[src/rtl/fft_pkg.sv]
// Shared types and constants for the FFT display pipeline.
// Scheduler state encoding is fixed because o_state drives debug LEDs.
package fft_pkg;

    typedef enum logic [2:0] {
        IDLE    = 3'd0,
        CAPTURE = 3'd1,
        FFT     = 3'd2,
        WAIT_VS = 3'd3,
        SWAP    = 3'd4
    } sched_state_t;

    localparam int unsigned N_POINTS = 512;
    localparam int unsigned LOG2_N   = 9;

endpackage

[src/rtl/fft_frame_scheduler_vs_edge_det.sv]
// Vsync leading-edge detector. One-cycle o_vs_edge when i_vs first reaches its active level.
// The history register freezes with i_en, so a pulse hidden while disabled is not seen later.
module vs_edge_det #(
    parameter bit VS_ACTIVE_LOW = 1'b1
) (
    input  logic i_clk,
    input  logic i_rst,
    input  logic i_en,
    input  logic i_vs,
    output logic o_vs_edge
);

    localparam logic VS_ACT = VS_ACTIVE_LOW ? 1'b0 : 1'b1;

    logic r_vs_prev;

    always_ff @(posedge i_clk) begin
        if (i_rst) begin
            r_vs_prev <= ~VS_ACT;
        end else if (i_en) begin
            r_vs_prev <= i_vs;
        end
    end

    assign o_vs_edge = i_en && (i_vs == VS_ACT) && (r_vs_prev != VS_ACT);

endmodule

[src/rtl/fft_frame_scheduler.sv]
// Frame sequencer: capture -> FFT -> wait for vsync -> swap result banks.
// Capture/FFT write the back bank; the grapher reads the front bank, swapped only at vsync.
module fft_frame_scheduler
    import fft_pkg::*;
#(
    parameter bit          VS_ACTIVE_LOW  = 1'b1,
    parameter int unsigned TIMEOUT_CYCLES = 1048576,
    parameter int unsigned TIMER_W        = 21
) (
    input  logic       i_clk_24MHz,
    input  logic       i_rst,
    input  logic       i_en,
    input  logic       i_vs,
    output logic       o_cap_start,
    input  logic       i_cap_done,
    output logic       o_fft_start,
    input  logic       i_fft_done,
    output logic       o_wr_bank,
    output logic       o_rd_bank,
    output logic [7:0] o_frame_cnt,
    output logic       o_timeout,
    output logic [2:0] o_state
);

    logic               w_vs_edge;
    logic               w_timer_exp;

    sched_state_t       r_state;
    logic [TIMER_W-1:0] r_timer;
    logic               r_cap_start;
    logic               r_fft_start;
    logic               r_wr_bank;
    logic               r_rd_bank;
    logic [7:0]         r_frame_cnt;
    logic               r_timeout;

    vs_edge_det #(
        .VS_ACTIVE_LOW(VS_ACTIVE_LOW)
    ) u_vs_edge_det (
        .i_clk     (i_clk_24MHz),
        .i_rst     (i_rst),
        .i_en      (i_en),
        .i_vs      (i_vs),
        .o_vs_edge (w_vs_edge)
    );

    assign w_timer_exp = (r_timer == TIMER_W'(TIMEOUT_CYCLES - 1));

    always_ff @(posedge i_clk_24MHz) begin
        if (i_rst) begin
            r_state     <= IDLE;
            r_timer     <= '0;
            r_cap_start <= 1'b0;
            r_fft_start <= 1'b0;
            r_wr_bank   <= 1'b0;
            r_rd_bank   <= 1'b1;
            r_frame_cnt <= '0;
            r_timeout   <= 1'b0;
        end else if (i_en) begin
            r_cap_start <= 1'b0;
            r_fft_start <= 1'b0;
            case (r_state)
                // Sticky timeout doubles as the "aborted" marker: restart waits for vsync.
                IDLE: begin
                    if (!r_timeout || w_vs_edge) begin
                        r_state     <= CAPTURE;
                        r_cap_start <= 1'b1;
                        r_timer     <= '0;
                    end
                end
                CAPTURE: begin
                    if (i_cap_done && !r_cap_start) begin
                        r_state     <= FFT;
                        r_fft_start <= 1'b1;
                        r_timer     <= '0;
                    end else if (w_timer_exp) begin
                        r_state   <= IDLE;
                        r_timeout <= 1'b1;
                    end else begin
                        r_timer <= r_timer + 1'b1;
                    end
                end
                FFT: begin
                    if (i_fft_done && !r_fft_start) begin
                        r_state <= WAIT_VS;
                    end else if (w_timer_exp) begin
                        r_state   <= IDLE;
                        r_timeout <= 1'b1;
                    end else begin
                        r_timer <= r_timer + 1'b1;
                    end
                end
                WAIT_VS: begin
                    if (w_vs_edge) begin
                        r_state     <= SWAP;
                        r_wr_bank   <= ~r_wr_bank;
                        r_rd_bank   <= ~r_rd_bank;
                        r_frame_cnt <= r_frame_cnt + 8'd1;
                    end
                end
                SWAP: begin
                    r_state     <= CAPTURE;
                    r_cap_start <= 1'b1;
                    r_timer     <= '0;
                end
                default: r_state <= IDLE;
            endcase
        end
    end

    assign o_cap_start = r_cap_start;
    assign o_fft_start = r_fft_start;
    assign o_wr_bank   = r_wr_bank;
    assign o_rd_bank   = r_rd_bank;
    assign o_frame_cnt = r_frame_cnt;
    assign o_timeout   = r_timeout;
    assign o_state     = r_state;

endmodule

[config.mk]
export PLATFORM = sky130hd
export DESIGN_NAME = fft_frame_scheduler
export DESIGN_NICKNAME = d
export VERILOG_FILES = /design/src/rtl/fft_pkg.sv /design/src/rtl/fft_frame_scheduler_vs_edge_det.sv /design/src/rtl/fft_frame_scheduler.sv
export SDC_FILE = /design/constraint.sdc
export NUM_CORES = 1
export LEC_CHECK = 0
export CORE_MARGIN = 2
export CORE_UTILIZATION = 45
export DETAILED_ROUTE_END_ITERATION = 6
export DONT_BUFFER_PORTS = 1
export PLACE_DENSITY = 0.68
export SETUP_SLACK_MARGIN = 0.3
export SYNTH_ARGS = -nofsm -noshare
export SYNTH_HDL_FRONTEND = slang
export SYNTH_SLANG_ARGS = --single-unit
[constraint.sdc]
create_clock -name i_clk_24MHz -period 2.1 [get_ports i_clk_24MHz]
set_clock_uncertainty 0.1 [all_clocks]
set_input_delay 0.42 -clock i_clk_24MHz [delete_from_list [all_inputs] [get_ports i_clk_24MHz]]
set_output_delay 0.42 -clock i_clk_24MHz [all_outputs]
set_load 0.05 [all_outputs]
# After elaboration in Yosys (flattened, before gate mapping)
# Index checks and enable logic that the tools add are counted.
[op_classes]
add_sub_neg = 2
n_eq_ne = 9
mux = 19
n_bitwise = 3
n_reduce_logical = 15
[op_table]
columns = ["cell", "count"]
rows = [
  ["$mux W21", 4],
  ["$pmux W21 S4", 1],
  ["$add A21 B1 Y21 const B", 1],
  ["$eq A21 B20 Y1 const B", 1],
  ["$mux W3", 5],
  ["$pmux W3 S5", 1],
  ["$add A8 B1 Y8 const B", 1],
  ["$ne A2 B2 Y1 const B", 4],
  ["$reduce_and A4 Y1", 2],
  ["$eq A3 B2 Y1 const B", 2],
  ["$mux W1", 6],
  ["$reduce_and A3 Y1", 2],
  ["$logic_and A1 B1 Y1", 4],
  ["$pmux W1 S2", 2],
  ["$reduce_bool A4 Y1", 1],
  ["$eq A3 B1 Y1 const B", 1],
  ["$eq A3 B3 Y1 const B", 1],
  ["$logic_not A1 Y1", 3],
  ["$logic_not A3 Y1", 1],
  ["$not A1 Y1", 3],
  ["$reduce_bool A2 Y1", 1],
  ["$logic_or A1 B1 Y1", 1],
]
[totals]
regBits = 38
inputBits = 6
out_inout_bits = 16
word_cells = 57

# Logic depth before layout (Yosys ltp)
# Gate-level depths: netlist of run 1.
[logic_depth]
depth_word = 6
depth_mapped = 7
mapped_depth_nobuf = 6

# By module
# Synthesis of run 1 repeated with hierarchy kept, for this count alone.
[hier_totals]
hier_cells = 234
hier_area_um2 = 2008.2
[by_module_without_submodules]
columns = ["mod", "instances", "cells_each", "area_per_inst_um2", "seq_area_each_um2"]
rows = [
  ["fft_frame_scheduler", 1, 230, 1963.1, 740.7],
  ["vs_edge_det", 1, 4, 45.0, 20.0],
]

# Worst setup path before layout of run 1
# Ideal clock, no wire load.
[synth_path]
kind = "reg2reg"
start = "reg r_state[1] (netlist: o_state[1])"
end = "reg r_timer[13]"
setup_ps = 70
arrival_ps = 2008
required_ps = 1930
slack_ps = -78
stages_incl_launch_ff = 7
path_buffers = 1
period_less_slack_ps = 2178
path_cell_list = "dfxtp_1 > nor2_1 > a41oi_4 > o211ai_4 > buf_6 > or3_1 > a21oi_1"
[synth_via]
elab_chain_cells = 3
word_cells_on_any_way = 9
classes_between = "5 x eq/ne; 1 x mux; 3 x reduce/logical"
[synth_rtl]
columns = ["item", "line_no", "rtl"]
rows = [
  ["start: declaration", "fft_frame_scheduler.sv:28", "sched_state_t r_state;"],
  ["start signal: assignment", "fft_frame_scheduler.sv:51", "r_state <= IDLE;"],
  ["start signal: assignment", "fft_frame_scheduler.sv:66", "r_state <= CAPTURE;"],
  ["start signal: assignment", "fft_frame_scheduler.sv:73", "r_state <= FFT;"],
  ["$eq A3 B2 Y1, or another cell as far along", "fft_frame_scheduler.sv:62", "case (r_state)"],
  ["$reduce_bool A4 Y1 (no line) / $ne A2 B2 Y1 (equally long branches)", "--", ""],
  ["$reduce_and A4 Y1 (no line)", "--", ""],
  ["end signal: assignment", "fft_frame_scheduler.sv:80", "r_timer <= r_timer + 1'b1;"],
  ["end signal: assignment", "fft_frame_scheduler.sv:90", "r_timer <= r_timer + 1'b1;"],
  ["end: declaration", "fft_frame_scheduler.sv:29", "logic [TIMER_W-1:0] r_timer;"],
]
# Several ways; a longest one is shown, not always the timed one.
# A chain may end at the register's enable or synchronous reset.

# Final worst setup path of run 1
[layout_path]
start = "reg r_state[1] (netlist: o_state[1])"
end = "reg r_timer[5]"
# The elaborated chain is that of the path after synthesis.

==> results of run 1 <==
-- sequential cells by signal (all words and copies together) (netlist names) --
signal and flops:
o_wr_bank 1, u_vs_edge_det.r_vs_prev 1, o_state 3, o_rd_bank 1
o_cap_start 1, o_timeout 1, o_fft_start 1, r_timer 21
o_frame_cnt 8
-- synthesized netlist by cell type --
cell	n	area, um^2
dfxtp_1	38	761
a21oi_1	22	110
nor2_1	22	82.6
nand2_1	15	56.3
nand3_1	12	60.1
nand4_1	11	68.8
o31ai_1	10	75.1
or3_1	9	56.3
or4_1	9	67.6
o21ai_0	8	40.0
nor2b_1	7	43.8
xor2_1	7	61.3
clkbuf_1	6	22.5
and2_1	5	31.3
inv_1	4	15.0
xnor2_1	4	35.0
and3_1	3	18.8
buf_6	3	33.8
nand3b_1	3	22.5
nor3b_1	3	22.5
a31oi_1	2	12.5
buf_2	2	10.0
ha_1	2	25.0
mux2i_1	2	20.0
nand2b_1	2	12.5
nor3_1	2	10.0
or2_2	2	12.5
a211o_1	1	8.76
a211oi_1	1	7.51
a21oi_4	1	16.3
a311oi_1	1	8.76
a41oi_4	1	27.5
and4_1	1	8.76
maj3_2	1	11.3
nand4b_1	1	8.76
o211ai_4	1	21.3
o21ai_1	1	5.00
o21ba_2	1	10.0
o21bai_1	1	7.51
o32ai_1	1	8.76
o41ai_1	1	8.76
-- stage by stage --
step	util [%]	instances	cell area (um^2)	power, uW	hold slack [ns]
4_1_cts	66.7	337	2730	1830	0.0742
3_5_place_dp	53.7	300	2200	972	0.367
2_1_floorplan	-	229	1960	926	0.348
6_report	71.1	340	2910	1860	0.0798
3_3_place_gp	53.7	300	2200	970	0.365
5_1_grt	71.1	340	2910	1940	0.0556
-- placed cells by master (no fill, tap or decap), types with 3 or more instances in the layout --
cell type / n
o211ai_4: 4
nand3_1: 11
dfxtp_4: 3
inv_1: 4
buf_4: 45
and2_1: 3
nand4_1: 11
o31ai_1: 7
nor2b_1: 5
a21oi_2: 10
buf_6: 13
xor2_1: 6
a21oi_1: 12
or3_4: 3
or3_1: 6
nor2_1: 18
dfxtp_2: 12
o21ai_0: 7
nand3b_1: 3
nand2_1: 14
nor2_2: 3
xnor2_1: 4
clkbuf_8: 5
dfxtp_1: 23
or4_1: 7
-- per-layer routing --
| metal | vias up | GRT usage (%) |
|---|---|---|
| met4 | 0 | 8.55 |
| met3 | 21 | 4.51 |
| met1 | 979 | 28.0 |
| met2 | 84 | 35.8 |
| li1 | 969 | - |
| met5 | - | 0 |
-- worst max-delay path by stage --
stage	from	end	slack, ns
3_5_place_dp	r_timer[11]	r_timer[17]	0.04
5_1_grt	o_state[1]	r_timer[18]	0.04
6_report	o_state[1]	r_timer[5]	0.1
4_1_cts	o_state[2]	r_timer[5]	0.12
3_3_place_gp	r_timer[11]	r_timer[17]	0.09
2_1_floorplan	o_state[2]	r_timer[14]	0.11
-- area by class of cell --
type,instances,area [um^2]
clock buffers,5,68.8
clock inverters,3,68.8
fillers,284,1180
inverters,4,15.0
multi-input cells,179,1370
flip-flops and latches,38,787
well taps,50,62.6
repair buffers,61,539
-- worst reg2reg max path: stages (launching register included) --
cell,delay (ns)
dfxtp_4,0.37
maj3_2,0.32
a41oi_4,0.22
buf_6,0.16
o211ai_4,0.09
or4_1,0.52
a21oi_2,0.14
-- repair_timing --
item,CTS,global route
setup buffers,24,3
endpoints found under the hold margin,0,0
setup endpoints to repair,22,26
pin swaps,17,10
resized for setup,37,43
cloned,5,0
-- power by group through the flow --
stage               Sequential, uW  Combinational [uW]  Clock (uW)
floorplan                      796                 130           0
global placement               768                 203           0
detailed placement             768                 204           0
CTS                            749                 319         761
global route                   755                 378         806
finish                         752                 358         755
-- cells by family after synthesis --
kind of cell	count (synthesis)	synth area share, %
simple gates	107	30.0
compound gates	53	18.9
flops	38	39.1
buf+inv	15	4.18
xor+xnor	11	4.95
fa+ha+maj	3	1.86
mux	2	1.03
==> reports/results.tsv, run 1 <==
metric	value	unit
status	complete, no violations	
start_util	47.6	%
row_count	23	
hold_class	in -> reg	
wl_met3	312	um
clk_pin_slew	0.08	ns
worst_slack	0.0969	ns
drt_iter0_drc	106	
critPathTopFamily	simple AND/OR/NAND/NOR gates	
power_switching_share	26.0	%
grt_max_degree	20	
ctsHoldBuffers	0	
syn_to_final_growth	49.4	%
drc	0	
wl_met1	2420	um
ys_seq_area_share	39.1	%
highest_layer	met4	
boundaryPins	22	
die_w	69.8	um
grt_pass1_wl	8690	um
power_density	642	nW/um^2
avgSynthCellArea	8.50	um^2
fin_nets	297	
syn_area	1950	um^2
finalSetupViolCount	0	
drt.antenna.violating_nets	0	
p_leak	0.00109	uW
drive_gt1_share	45.5	%
final_max_slew_viol_count	0	
pwr-share-comb	19.2	%
clk_path_buf_depth	2	
cap_violations	0	
power_switching	485	uW
startpoint_type	flop	
tritoncts	done	
die_h	69.8	um
min_path_cells	1	
via_per_inst	6.04	
setup_tns	0	ns
p_clk_share	40.5	%
firstDrtPassIters	4	
wl_met2	2780	um
htreeDepth	2	
grt_antenna_before_repair	0	
arrival	2.13	ns
pre_cts_ws	0.0368	ns
path_cells	maj3_2 -> a41oi_4 -> buf_6 -> o211ai_4 -> or4_1 -> a21oi_2	
endpoint_kind	flop	
cts_buffers	5	
post-route-period-util	95.4	%
slowest_delay	0.52	ns
vias	2053	
rsz0062_at_grt	true	
cts_root_buffer	clkbuf_8	
hpwl	2940	um
core	4090	um^2
cts_sinks	38	
crit_path_max_fanout	6	
gp_congestion	0.859	
gr-total-overflow	0	
syn-num-nets	237	
clk_latency	0.30	ns
antenna_cells	0	
worstSetupPathType	reg -> reg	
intPower	1380	uW
fmax	0.499	GHz
post_drt_wl_per_cell	16.6	um
ys_seq_elements	38	
reg2reg_to	r_timer[5]	
cp.buffers_inverters	1	
synth_cell_types	41	
seq_power_share	40.3	%
peakVddDrop	0.531	mV
rrSetupSlack	0.1	ns
reg2regPathDepth	6	
hold_path.startpoint	i_rst	
slew_headroom	62.4	%
hold_viol	0	
netlist_instances	229	
tightest_slew	0.563	ns
grt_usage	21.8	%
grt_pass1_vias	1884	
routed_wl	5660	um
fin_crit	2.00	ns
slowest_stage	or4_1	
hold-path-endpoint	o_state[1]	
reg2reg_from	o_state[1]	
yosys_warnings	0	
port_buffers	0	
cp.depth	6	
dieArea	4870	um^2
cp.required	2.23	ns
(Power assumes the default switching activity.)
==> run 2, diff against run 1 <==
--- a/config.mk
+++ b/config.mk
@@ -11,6 +11,7 @@
 export DONT_BUFFER_PORTS = 1
 export PLACE_DENSITY = 0.68
 export SETUP_SLACK_MARGIN = 0.3
+export SKIP_LAST_GASP = 1
 export SYNTH_ARGS = -nofsm -noshare
 export SYNTH_HDL_FRONTEND = slang
 export SYNTH_SLANG_ARGS = --single-unit
==> results of run 2 <==
The final DEF is identical to that of run 1; final timing and power are the same.
==> variant 1, RTL diff (config.mk and constraints of run 2) <==
The parameter `TIMER_W` goes from 21 to 19.
--- a/src/rtl/fft_frame_scheduler.sv
+++ b/src/rtl/fft_frame_scheduler.sv
@@ -5,7 +5,7 @@
 #(
     parameter bit          VS_ACTIVE_LOW  = 1'b1,
     parameter int unsigned TIMEOUT_CYCLES = 1048576,
-    parameter int unsigned TIMER_W        = 21
+    parameter int unsigned TIMER_W        = 19
 ) (
     input  logic       i_clk_24MHz,
     input  logic       i_rst,
Check against the original RTL: same outputs for any inputs over 10 cycles, from zero or initial values and one cycle with i_rst high; that may be too few to reach the edited logic, so the function may still have changed.
==> variant 1 against run 2 <==
Highest routed layer unchanged. Power shrank 12%. Largest cell class unchanged. Routed wire length shrank 15%. Sequential power shrank 5.3%. Via count shrank 11%. Synthesized area shrank 2.6%. Worst setup slack gained 0.18 ns. Worst hold slack is essentially flat. Final cell count shrank 9.7%. Sequential cell count shrank 2. Cell area shrank 12%.
==> variant 1: results (changes against run 2) <==
outcome - finished clean (unchanged)
DP Cell Count - 276 (was 300)
WL met3 - 187 um (was 312 um)
number of vias per cell - 5.94 (was 6.04)
peak supply drop - 0.000447 V (was 0.000531 V)
DRT met1 WL - 2310 um (was 2420 um)
dpl ws - 0.155 ns (was 0.0368 ns)
most frequent cells after synthesis - dfxtp_1, nor2_1, nand2_1 (was dfxtp_1, a21oi_1, nor2_1)
Post-DP HPWL - 2850 um (was 2940 um)
multiplexer area fraction after synthesis - 0.0528 (was 0.0103)
flop-to-flop setup slack - 0.28 ns (was 0.1 ns)
Placed Area - 2100 um^2 (was 2200 um^2)
P_comb - 0.322 mW (was 0.358 mW)
Synth cell types - 47 (was 41)
H-Tree Depth - 2 (unchanged)
met1 usage - 0.271 (was 0.280)
Seq/Total Area, Yosys - 0.380 (was 0.391)
CP Max Fanout - 9 (was 6)
Synth Area in Compound Gates - 0.153 (was 0.189)
Non-Filler Instances - 307 (was 340)
Mapped Area - 1890 um^2 (was 1950 um^2)
violation count after the first detailed-route iteration - 131 (was 106)
area share of fa/ha/maj cells after synthesis - 0.0132 (was 0.0186)
GP Congestion - 0.784 (was 0.859)
nets - 264 (was 297)
switching pwr - 0.450 mW (was 0.485 mW)
Mapped Cells - 221 (was 229)
largest net degree at the start of global routing - 32 (was 20)
global-route wire length before repair - 6640 um (was 8690 um)
WL/cell - 15.7 um (was 16.6 um)
gr usage total - 0.188 (was 0.218)
metal2 WL - 2290 um (was 2780 um)
post-synthesis xor/xnor area fraction - 0.0416 (was 0.0495)
Lkg Pwr - 0.917 nW (was 1.09 nW)
worst hold margin - 0.0798 ns (about the same)
M3 GR Usage - 0.0471 (was 0.0451)
Fmax - 548 MHz (was 499 MHz)
Critical Path AT - 1.94 ns (was 2.13 ns)
Max-slew headroom - 0.624 (about the same)
synth top area cells - dfxtp_1, mux2i_1, a21oi_1 (was dfxtp_1, a21oi_1, nor2_1)
FF-to-FF Start - r_timer[10] (was o_state[1])
max FFs per register - 19 (was 21)
ratio of cells with drive above 1 in the final layout - 0.381 (was 0.455)
CP startpoint - r_timer[10] (was o_state[1])
GR met2 Demand/Resource - 0.270 (was 0.358)
vias in the first global route - 1,419 (was 1,884)
Post-synth ARST share - 0 (unchanged)
Synthesized Nets - 229 (was 237)
clock-net power - 0.611 mW (was 0.755 mW)
clock share of power - 0.371 (was 0.405)
Worst Hold Path EP - o_timeout (was o_state[1])
reg2reg end - r_timer[4] (was r_timer[5])
[variant 1: changes by cell type after synthesis, moves of 5 or more]
cell            run 2  this run
nor2_1             22        17
a21oi_1            22        15
mux2i_1             2        10
nor4_1              0         6
nand4_1            11         6
or3_1               9         1
[variant 1: what timing repair did]
action	4_1_cts	5_1_grt
buffers inserted	6	12
cloned	1	4
pin swaps	6	13
endpoints found under the setup margin	18	25
hold buffers	0	0
gates resized for setup	15	25
[variant 1: layout make-up]
class	instances	area, um^2
sequential	36	751
clock buffer	5	68.8
inverter	6	22.5
fill	332	1480
tap	50	62.6
multi-input combinational	166	1250
timing repair buffer	41	360
clock inverter	3	41.3
[variant 1: worst max-delay path, cell delays in order (launching register included)]
cell     delay, ns
dfxtp_2       0.34
and4_4        0.19
and4_4        0.18
and4_4        0.19
buf_6         0.13
or4_1         0.47
a21oi_1       0.15
==> variant 2, RTL diff (flow settings as in run 2) <==
Without the edit above. Put one more register stage on the output `o_frame_cnt`. The value now appears one clock later. The other outputs are not delayed to match.
--- a/src/rtl/fft_frame_scheduler.sv
+++ b/src/rtl/fft_frame_scheduler.sv
@@ -112,7 +112,9 @@
     assign o_fft_start = r_fft_start;
     assign o_wr_bank   = r_wr_bank;
     assign o_rd_bank   = r_rd_bank;
-    assign o_frame_cnt = r_frame_cnt;
+    always_ff @(posedge i_clk_24MHz) begin
+        o_frame_cnt <= r_frame_cnt;
+    end
     assign o_timeout   = r_timeout;
     assign o_state     = r_state;
 
Formal check against the unedited RTL: not equivalent (Yosys sat finds a counterexample within 10 cycles, from zero or initial values and one cycle with i_rst high).
==> variant 2 against run 2 <==
Cell area down 9.3%. Worst setup slack worse by 0.060 ns. Worst hold slack got worse by 0.014 ns. Synthesized area rose by 6.7%. Routed wire length down 17%. Count of clock-buffer cells in the layout is the same. Via count down 9.4%. Power down 12%. Sequential power increased by 19%. Sequential cell count grew 8. Critical endpoint is now r_timer[19].
==> variant 2: results (changes against run 2) <==
Reg clk slew, reported paths - 0.09 ns
Seq/Total Area, Yosys - 0.444 (was 0.391)
largest net degree at the start of global routing - 21 (was 20)
WL/cell - 14.7 um (was 16.6 um)
Post-synth ARST share - 0 (unchanged)
Synthesized Nets - 246 (was 237)
Fillers - 367 (was 284)
Post-DP HPWL - 3010 um (was 2940 um)
max incr delay on CP - 0.51 ns
Top FF cell, synth - dfxtp_1 (unchanged)
DP Cell Count - 295 (was 300)
GP Congestion - 0.774 (was 0.859)
number of vias per cell - 5.81 (was 6.04)
Largest regs - r_timer (21), o_frame_cnt (8), r_frame_cnt (8)
synth top area cells - dfxtp_1, a21oi_1, nor2_1 (unchanged)
Synth cell types - 42 (was 41)
most frequent cells after synthesis - dfxtp_1, nor2_1, a21oi_1 (was dfxtp_1, a21oi_1, nor2_1)
vias - 1,860 (was 2,053)
worst hold margin - 0.0653 ns (was 0.0798 ns)
peak supply drop - 0.000405 V (was 0.000531 V)
IO buf count - 0 (unchanged)
CP Max Fanout - 8 (was 6)
Lkg Pwr - 0.942 nW (was 1.09 nW)
Worst Hold Class - input pin to flop (unchanged)
initial antenna violation count - 0 (unchanged)
WHS Path Cells - 1 (unchanged)
worst slew pin tran - 0.538 ns (was 0.563 ns)
Worst Reg2Reg Path Length in Cells - 7 (was 6)
total CTS buffers - 5 (unchanged)
violation count after the first detailed-route iteration - 112 (was 106)
TritonRoute pass-1 iters - 4 (unchanged)
flop-to-flop setup slack - 0.04 ns (was 0.1 ns)
Fmax - 485 MHz (was 499 MHz)
dpl ws - 0.0637 ns (was 0.0368 ns)
Worst path top cell family by delay - simple AND/OR/NAND/NOR gates (unchanged)
H-Tree Depth - 2 (unchanged)
reg2reg end - r_timer[19] (was r_timer[5])
ratio of cells with drive above 1 in the final layout - 0.299 (was 0.455)
Placed Area - 2270 um^2 (was 2200 um^2)
Hold Crit Start - i_rst (unchanged)
n_diodes - 0 (unchanged)
clock root buffer - clkbuf_8 (unchanged)
global-route wire length before repair - 8010 um (was 8690 um)
gr usage total - 0.191 (was 0.218)
clk_lat worst skew - 0.30 ns (about the same)
Worst Hold Path EP - o_cap_start (was o_state[1])
outcome - finished clean (unchanged)
design area - 2640 um^2 (was 2910 um^2)
Critical Path AT - 2.21 ns (was 2.13 ns)
Max stage delay cell, worst path - or4_4 (was or4_1)
FF-to-FF Start - o_timeout (was o_state[1])
vias in the first global route - 1,780 (was 1,884)
syn avg cell area - 8.72 um^2 (was 8.50 um^2)
nets - 275 (was 297)
[variant 2: routing by layer]
| layer | up-vias | part of all wire | GRT usage |
|---|---|---|---|
| met1 | 873 | 0.46 | 0.245 |
| met3 | 13 | 0.045 | 0.0389 |
| li1 | 930 | - | - |
| met2 | 44 | 0.48 | 0.323 |
| met5 | - | 0 | 0 |
| met4 | 0 | 0.021 | 0.0650 |
[variant 2: repair_timing]
action	CTS	global route
resized for setup	13	11
endpoints found under the setup margin	25	28
pin swaps	10	11
cloned	2	1
setup buffers	12	2
[variant 2: area by class of cell]
cell class                 instances  area, um^2  share of cell area
clock inverter                     3        25.0             0.00949
sequential                        46         952               0.361
inverter                           6        22.5             0.00854
multi-input combinational        174        1170               0.443
timing repair buffer              34         337               0.128
clock buffer                       5        68.8              0.0261
tap                               52        65.1              0.0247
[variant 2: cell families after synthesis]
group | Yosys count | synth area share
AOI/OAI and AO/OA | 56 | 0.179
xor gates and xnor gates | 10 | 0.0422
adders and majority gates | 2 | 0.0121
buffers and inverters | 18 | 0.0422
DFF | 46 | 0.444
muxes | 4 | 0.0193
and+or+nand+nor | 102 | 0.262
[variant 2: worst max-delay path by stage]
stage | cells past startpoint | endpoint | start
floorplan | 7 | r_timer[1] | r_timer[10]
detailed placement | 6 | r_timer[13] | i_fft_done
CTS | 7 | r_timer[13] | o_timeout
global route | 8 | r_timer[9] | r_timer[0]
finish | 7 | r_timer[19] | o_timeout
global placement | 6 | r_timer[13] | i_fft_done
[variant 2: worst register-to-register path, delay by kind of cell, from the launching register on]
family	cells	cell delay (ns)
simple gates	2	0.73
compound gates	3	0.53
buf+inv	2	0.29
flops	1	0.35
[variant 2: power by group]
| part | switching, mW | internal, mW | leakage [nW] |
|---|---|---|---|
| logic | 0.102 | 0.0852 | 0.516 |
| clock network | 0.324 | 0.241 | 0.0447 |
| registers | 0.0126 | 0.879 | 0.381 |
| total | 0.438 | 1.21 | 0.942 |
